$ cat config.mk
export PLATFORM = sky130hd
export DESIGN_NAME = fiforam_rdctl
export DESIGN_NICKNAME = d
export VERILOG_FILES = /design/src/rtl/fiforam_rdctl.sv
export SDC_FILE = /design/constraint.sdc
export NUM_CORES = 1
export LEC_CHECK = 0
export BUFFER_PORTS_ARGS = -buffer_cell sky130_fd_sc_hd__buf_2
export CORE_ASPECT_RATIO = 1.25
export CORE_UTILIZATION = 60
export DETAILED_ROUTE_END_ITERATION = 8
export PLACE_DENSITY = 0.81
export SETUP_SLACK_MARGIN = 0.05
export SYNTH_ARGS = -nofsm -noshare
export SYNTH_HDL_FRONTEND = slang
export SYNTH_SLANG_ARGS = --single-unit
$ cat constraint.sdc
create_clock -name i_clk -period 6.9 [get_ports i_clk]
set_clock_uncertainty 0.15 [all_clocks]
set_input_delay 0 -clock i_clk [delete_from_list [all_inputs] [get_ports i_clk]]
set_output_delay 0 -clock i_clk [all_outputs]
set_load 0.05 [all_outputs]
$ cat src/rtl/fiforam_rdctl.sv
// Control sequencer for the shared FIFO-RAM line buffer: accepts upstream entries
// and replays a sliding window of them cfg_pass times per slide.
module fiforam_rdctl #(
    parameter int Size   = 12,
    parameter int AWd    = $clog2(Size),
    parameter int PassWd = 8
) (
    input  logic              i_clk,
    input  logic              i_rst,
    input  logic              i_start,
    input  logic [AWd:0]      i_cfg_win,
    input  logic [PassWd-1:0] i_cfg_pass,
    input  logic [PassWd-1:0] i_cfg_slides,
    output logic              o_busy,
    output logic              o_done,
    input  logic              i_in_rdy,
    input  logic              i_in_dup,
    output logic              o_in_ack,
    output logic              o_write,
    output logic              o_dupWrite,
    output logic              o_read,
    output logic              o_pop,
    output logic              o_lastpix,
    input  logic              i_dn_hold
);
    // Wide enough for win + slides - 1 at the maximum of both fields.
    localparam int CntWd = PassWd + AWd + 1;
    localparam logic [AWd:0] SizeW = (AWd+1)'(Size);

    typedef enum logic [1:0] {IDLE, FILL, READ, DONE} state_t;

    state_t            state, state_n;
    logic [AWd:0]      win_q;
    logic [PassWd-1:0] pass_q, slides_q;
    logic [AWd:0]      occ, occ_n;
    logic [CntWd-1:0]  wcnt, nt;
    logic [AWd:0]      idx, idx_n;
    logic [PassWd-1:0] pass_cnt, pass_n;
    logic [PassWd-1:0] slide_cnt, slide_n;
    logic              start_ok;

    assign nt       = CntWd'(win_q) + CntWd'(slides_q) - 1'b1;
    assign o_busy   = (state != IDLE);
    assign start_ok = (state == IDLE) && i_start;

    // Write side runs independently of the read FSM; a slot freed by a pop
    // this cycle only becomes usable next cycle because occ is registered.
    assign o_in_ack   = o_busy && i_in_rdy && (occ < SizeW) && (wcnt < nt);
    assign o_write    = o_in_ack && !i_in_dup;
    assign o_dupWrite = o_in_ack && i_in_dup;

    assign occ_n = occ + (AWd+1)'(o_in_ack) - (AWd+1)'(o_pop);

    always_comb begin
        state_n   = state;
        idx_n     = idx;
        pass_n    = pass_cnt;
        slide_n   = slide_cnt;
        o_read    = 1'b0;
        o_lastpix = 1'b0;
        o_pop     = 1'b0;
        o_done    = 1'b0;
        case (state)
            IDLE: begin
                if (i_start) begin
                    state_n = FILL;
                    slide_n = '0;
                end
            end
            FILL: begin
                if (occ >= win_q) begin
                    state_n = READ;
                    idx_n   = '0;
                    pass_n  = '0;
                end
            end
            READ: begin
                if (!i_dn_hold) begin
                    o_read = 1'b1;
                    if (idx == win_q - 1'b1) begin
                        // Window end: lastpix rewinds the buffer; the final pass also pops.
                        o_lastpix = 1'b1;
                        idx_n     = '0;
                        if (pass_cnt == pass_q - 1'b1) begin
                            o_pop = 1'b1;
                            if (slide_cnt == slides_q - 1'b1) begin
                                state_n = DONE;
                            end else begin
                                slide_n = slide_cnt + 1'b1;
                                state_n = FILL;
                            end
                        end else begin
                            pass_n = pass_cnt + 1'b1;
                        end
                    end else begin
                        idx_n = idx + 1'b1;
                    end
                end
            end
            DONE: begin
                o_done  = 1'b1;
                state_n = IDLE;
            end
            default: state_n = IDLE;
        endcase
    end

    always_ff @(posedge i_clk) begin
        if (i_rst) begin
            state     <= IDLE;
            win_q     <= '0;
            pass_q    <= '0;
            slides_q  <= '0;
            occ       <= '0;
            wcnt      <= '0;
            idx       <= '0;
            pass_cnt  <= '0;
            slide_cnt <= '0;
        end else begin
            state     <= state_n;
            occ       <= occ_n;
            idx       <= idx_n;
            pass_cnt  <= pass_n;
            slide_cnt <= slide_n;
            if (start_ok) begin
                win_q    <= i_cfg_win;
                pass_q   <= i_cfg_pass;
                slides_q <= i_cfg_slides;
                wcnt     <= '0;
            end else if (o_in_ack) begin
                wcnt <= wcnt + 1'b1;
            end
        end
    end
endmodule

==> results of run 1 <==
-- cell usage after synthesis (all sizes together), types with 2 or more instances --
master	instances
nand2	72
dfxtp	62
inv	47
a21oi	46
ha	44
nor2	36
xnor2	29
xor2	17
o21ai	13
or3	13
nand3	11
clkbuf	9
nand4	9
a21o	7
and3	7
buf	7
mux2i	7
nor3	7
or4	6
and2	4
nor4	4
o211ai	4
o21a	4
o31ai	4
a211oi	3
a221oi	3
nand2b	3
nor2b	3
nor3b	3
o21bai	3
a211o	2
a31o	2
a31oi	2
a41o	2
fa	2
nand3b	2
or2	2
or3b	2
-- kinds of logic (layout without fill, tap and decap cells) --
logic type / after synthesis / in the layout / synth area share
buffers and inverters: 63 / 117 / 0.0648
AOI/OAI and AO/OA: 105 / 105 / 0.164
xor gates and xnor gates: 46 / 46 / 0.0997
and+or+nand+nor: 187 / 187 / 0.222
adders and majority gates: 46 / 46 / 0.140
DFF: 62 / 62 / 0.293
muxes: 7 / 7 / 0.0166
-- tightest hold or removal path: cells and delay by family --
family	cells	cell delay, ns
AO/OA/AOI/OAI	2	0.20
buffers and inverters	1	0.09
AND/OR/NAND/NOR	2	0.17
-- sequential cells by signal (all words and copies together), names as in the netlist --
signal / cells
wcnt: 13
pass_cnt: 8
pass_q: 8
slide_cnt: 8
slides_q: 8
idx: 5
occ: 5
win_q: 5
state: 2
-- cell type report --
| class | instances | area (µm²) | share of cell area |
|---|---|---|---|
| inverter | 47 | 176 | 0.0367 |
| clock buffer | 10 | 128 | 0.0265 |
| tap | 87 | 109 | 0.0226 |
| sequential | 62 | 1240 | 0.258 |
| multi-input combinational | 391 | 2720 | 0.565 |
| timing repair buffer | 56 | 388 | 0.0807 |
| clock inverter | 4 | 50.0 | 0.0104 |
-- metrics by stage --
step,total power [mW],setup slack (ns),hold WS (ns)
after global placement,0.955,1.97,0.0893
after CTS,1.29,1.61,0.000368
after global routing,1.38,1.18,0.0558
after floorplan,0.870,1.96,-0.0140
final,1.28,1.59,0.0102
after detailed placement,0.973,1.76,0.0966
-- worst min-delay path by stage --
stage | startpoint | endpoint | slack [ns]
after floorplan | i_cfg_pass[7] | pass_q[7]$_SDFFE_PP0P_ | -0.01
after global placement | i_cfg_pass[7] | pass_q[7]$_SDFFE_PP0P_ | 0.09
after detailed placement | i_cfg_pass[7] | pass_q[7]$_SDFFE_PP0P_ | 0.1
after CTS | i_dn_hold | state[1]$_SDFFE_PP0P_ | 0.0004
after global routing | i_dn_hold | state[1]$_SDFFE_PP0P_ | 0.06
final | i_dn_hold | state[1]$_SDFFE_PP0P_ | 0.01
-- cell usage in the layout (no fill, tap or decap), types with 3 or more instances in the layout --
cell / n
o21a_1: 4
o21bai_1: 3
dfxtp_1: 62
nand2_1: 72
xnor2_1: 28
ha_1: 44
buf_2: 34
o21ai_0: 5
and2_1: 4
a211oi_1: 3
xor2_1: 17
nor3_1: 6
and3_1: 7
nand3_1: 11
or4_1: 5
nand2b_1: 3
nor2_1: 34
nor2b_1: 3
a21oi_1: 46
mux2i_1: 7
o31ai_1: 4
inv_1: 46
or3_1: 12
clkbuf_8: 9
nand4_1: 9
o211ai_1: 4
a21o_1: 7
dlygate4sd3_1: 21
o21ai_1: 8
nor3b_1: 3
-- power by group --
part / internal, mW / switching, mW / total (mW)
Clock: 0.162 / 0.135 / 0.297
Combinational: 0.232 / 0.320 / 0.552
Sequential: 0.390 / 0.0440 / 0.434
Total: 0.784 / 0.499 / 1.28
-- timing repair --
item / in CTS / in global routing
endpoints found under the hold margin: 21 / 0
hold buffers: 21 / 0
endpoints found under the setup margin: 0 / 0
setup buffers: 0 / 0
-- per-layer routing --
metal / GRT usage / vias to the layer above / part of all wire
li1: - / 1887 / -
met1: 0.315 / 1758 / 0.42
met2: 0.530 / 109 / 0.50
met3: 0.0654 / 39 / 0.047
met4: 0.160 / 0 / 0.040
met5: 0 / - / 0
==> metrics.cfg, run 1 <==
[outcome]
outcome=completed

[timing]
min_period_over_period=0.770
period_needed_ns=5.31
slew_headroom=0.389
setup-violations-final=0
worst_pin_slew_ns=0.917
fin_tns_setup_ns=0
fmax_mhz=188
hold_violations=0
rsz0062_at_grt=false
finalMaxSlewViolations=0

[cts]
cts_max_path_buffers=2
cts-root-buf=clkbuf_8
clock_latency_ns=0.35
cts.sinks=62
cts_resized=0
clk_pin_slew_worst_paths_ns=0.07
cts_made_buffers=9
cts_htree_levels=3
cts_tree=built

[critical_path]
worst-path-buf-inv=4
worst_ep_arrival_time_ns=5.37
crit_type=flop to flop
end_kind=flop
cp_max_fo=11
reg2reg_slack_ns=1.59
cp_top_family=adder cells
critPathRequiredTime_ns=6.96
critical_path_depth=25
r2r-end=occ[4]$_SDFF_PP0_
cpPeakStageDelay_ns=0.41
reg2reg_depth=25
critPathSlowestCell=fa_1
r2r_start=slides_q[1]$_SDFFE_PP0P_
startpoint=slides_q[1]$_SDFFE_PP0P_
worstSetupEndpoint=occ[4]$_SDFF_PP0_
cp-start-kind=flop

[layout]
fillCellCount=542
final_util=0.719
final_layout_size_suffix_gt1_frac=0.116
final_net_count=640
final_cell_area_um2=4810
final_cells=657
antenna_cells=0
area_delta_synth_final_pct=13.6

[global_routing]
overflow=0
grt_usage=0.291
grt_pass1_wl_um=16700
grt_max_degree=38
grt_pass1_vias=3806
antenna_found_initial=0

[yosys]
synth_flop_cell=dfxtp_1
synth-seq-area-share=0.293
synth.net_count=589
ys_warn_count=0
synth_edf_count=0
syn_avg_cell_area_um2=8.20
yosysTopAreaCell=dfxtp_1
syn-cell-area_um2=4230
yosysUniqueCellTypes=64
ys_async_sr_fraction=0
syn_inst=516
synth_top_area_share=0.293
synth.area.top_cells=dfxtp_1 (29%), ha_1 (13%), nand2_1 (6.4%)
ys_ff_latch=62

[routing]
firstDrtPassIters=4
drt_iter0_drc=233
routedWlPerCell_um=14.8
via_per_inst=5.77
routed_wl_um=9760
ant_nets=0
post-route-drc-count=0
dr_total_vias=3793

[die]
ios=35
num_rows=33
die_h_um=95.9
die-width_um=77.1
die_area_um2=7390
fp.coreArea_um2=6690
start_util=0.632

[power_and_ir_drop]
power.density_nw_per_um2=267
ir_drop_uv=164
power_leakage_nw=2.06

[placed_design]
place_inst=622
dp_hpwl_um=6970
post_dp_cell_area_um2=4420
portBuffers=34
place.gp.congestion=0.930

[run]
cap_viol_max_count=0

[worst_hold_path]
min_path_type=primary input to flop
holdPathStages=5

No activity file was read; power rests on OpenSTA's default activity.
==> run 2: changes to the inputs <==
--- a/config.mk
+++ b/config.mk
@@ -7,9 +7,9 @@
 export LEC_CHECK = 0
 export BUFFER_PORTS_ARGS = -buffer_cell sky130_fd_sc_hd__buf_2
 export CORE_ASPECT_RATIO = 1.25
-export CORE_UTILIZATION = 60
+export CORE_UTILIZATION = 55
 export DETAILED_ROUTE_END_ITERATION = 8
-export PLACE_DENSITY = 0.81
+export PLACE_DENSITY = 0.78
 export SETUP_SLACK_MARGIN = 0.05
 export SYNTH_ARGS = -nofsm -noshare
 export SYNTH_HDL_FRONTEND = slang
==> constraint.sdc (replaced) <==
create_clock -name i_clk -period 4.8 [get_ports i_clk]
set_clock_uncertainty 0.15 [all_clocks]
set_input_delay 0 -clock i_clk [delete_from_list [all_inputs] [get_ports i_clk]]
set_output_delay 0 -clock i_clk [all_outputs]
set_load 0.05 [all_outputs]
==> metrics.cfg, run 2 (same netlist as run 1, synthesis figures left out) <==
[cts]
cts_tree=built
cts.sinks=62
cts_htree_levels=3
cts_max_path_buffers=2
cts_made_buffers=9
clk_pin_slew_worst_paths_ns=0.07
clock_latency_ns=0.35
cts-root-buf=clkbuf_8

[layout]
largest_reg_flops=13
final_net_count=646
mostFrequentLayoutCell=nand2_1
top_register=wcnt
antenna_cells=0
fillCellCount=618
final_layout_size_suffix_gt1_frac=0.150
layout_common_cells=nand2_1 (70), dfxtp_1 (60), inv_1 (44), a21oi_1 (43), ha_1 (41)
final_util=0.662
area_delta_synth_final_pct=15.9
final_cell_area_um2=4900

[routing]
ant_nets=0
via_per_inst=5.65
firstDrtPassIters=4
dr_total_vias=3770
routedWlPerCell_um=14.6
drt_iter0_drc=180
routed_wl_um=9720
post-route-drc-count=0

[outcome]
outcome=completed

[timing]
hold_violations=0
period_needed_ns=4.51
min_period_over_period=0.940
fin_tns_setup_ns=0
setup-violations-final=0
fmax_mhz=222
slew_headroom=0.411
worst_pin_slew_ns=0.883
finalMaxSlewViolations=0
rsz0062_at_grt=false

[power_and_ir_drop]
power.density_nw_per_um2=380
power_leakage_nw=2.08
ir_drop_uv=275
finalPower_mw=1.86

[global_routing]
top_usage_layer=met2
overflow=0
grt_usage=0.265
grt_max_degree=38
use_met2=0.466
grt_pass1_wl_um=16500
grt_util_met3=0.0518
grt_pass1_vias=3660
antenna_found_initial=0
met1_usage=0.305

[critical_path]
worst_ep_arrival_time_ns=4.57
reg2reg_depth=24
end_kind=flop
cp_max_fo=5
worstSetupEndpoint=occ[4]$_SDFF_PP0_
reg2reg_slack_ns=0.29
cp-start-kind=flop
r2r-end=occ[4]$_SDFF_PP0_
r2r_start=win_q[2]$_SDFFE_PP0P_
critPathRequiredTime_ns=4.85
startpoint=win_q[2]$_SDFFE_PP0P_
crit_type=flop to flop

[die]
ios=35
die_area_um2=8050
die_h_um=100
die-width_um=80.4
num_rows=35
fp.coreArea_um2=7400
start_util=0.572

[placed_design]
portBuffers=34
post_dp_cell_area_um2=4480
dp_hpwl_um=7080
place.gp.congestion=0.878

[run]
cap_viol_max_count=0

[worst_hold_path]
hold_start=i_rst
min_path_type=primary input to flop
holdPathStages=2

==> run 2: cell types whose count changed in the layout (fill, tap and decap cells not counted), moves of 3 or more <==
cell | previous run | this run
buf_4 | 1 | 6
a21oi_1 | 46 | 43
a21oi_2 | 0 | 3
ha_1 | 44 | 41
==> run 2: how the worst min path moves through the flow <==
| stage | end | slack (ns) |
|---|---|---|
| after floorplan | win_q[1]$_SDFFE_PP0P_ | -0.02 |
| after global placement | pass_q[5]$_SDFFE_PP0P_ | 0.09 |
| after detailed placement | pass_q[0]$_SDFFE_PP0P_ | 0.09 |
| after CTS | occ[3]$_SDFF_PP0_ | 0.04 |
| after global routing | slides_q[7]$_SDFFE_PP0P_ | 0.07 |
| final | slides_q[7]$_SDFFE_PP0P_ | 0.05 |
==> run 2: critical path, stage by stage, from the launching register on <==
cell and delay [ns]:
dfxtp_1 0.39, inv_1 0.12, ha_1 0.29, inv_1 0.07
fa_2 0.41, a21o_1 0.18, a21oi_2 0.15, inv_1 0.06
a21oi_2 0.12, nor2_1 0.06, nor2_2 0.13, nand2_2 0.12
ha_1 0.29, nand2_1 0.07, nor2_1 0.12, o21ai_1 0.09
a211o_1 0.26, nand2_2 0.11, clkinvlp_4 0.12, ha_4 0.17
fa_2 0.34, a21o_1 0.18, a21oi_2 0.14, xor2_1 0.16
nor2_1 0.06
==> run 2: report_power, final <==
| group | internal, mW | switching (mW) | total (mW) |
|---|---|---|---|
| Sequential | 0.561 | 0.0598 | 0.621 |
| Combinational | 0.359 | 0.480 | 0.839 |
| Clock | 0.205 | 0.197 | 0.402 |
==> run 2: cell type report <==
cell class,instances,area (µm²),area share
Inverter,47,180,0.0368
Clock buffer,11,151,0.0309
Clock inverter,2,10.0,0.00204
Tap cell,92,115,0.0235
Timing Repair Buffer,62,435,0.0888
Sequential cell,62,1240,0.254
Multi-Input combinational cell,391,2770,0.564
==> run 2: routing by layer <==
metal | wire, µm | up-vias | share of wire
met5 | 0 | - | 0
met4 | 212 | 0 | 0.022
met2 | 4960 | 92 | 0.51
li1 | - | 1897 | -
met1 | 4120 | 1762 | 0.42
met3 | 434 | 19 | 0.045
==> run 2: through the flow <==
stage / hold slack [ns] / setup slack (ns) / instances
floorplan: -0.0216 / 0.0589 / 516
global placement: 0.0906 / 0.328 / 630
detailed placement: 0.0943 / 0.145 / 630
CTS: 0.0396 / 0.0980 / 665
global route: 0.0747 / 0.0514 / 667
finish: 0.0455 / 0.287 / 667
==> run 2: repair_timing <==
item                                    4_1_cts  5_1_grt
endpoints found under the setup margin        0       11
hold buffers                                 22        0
setup buffers                                 0        2
hold endpoints to repair                     22        0
gates resized for setup                       0        5
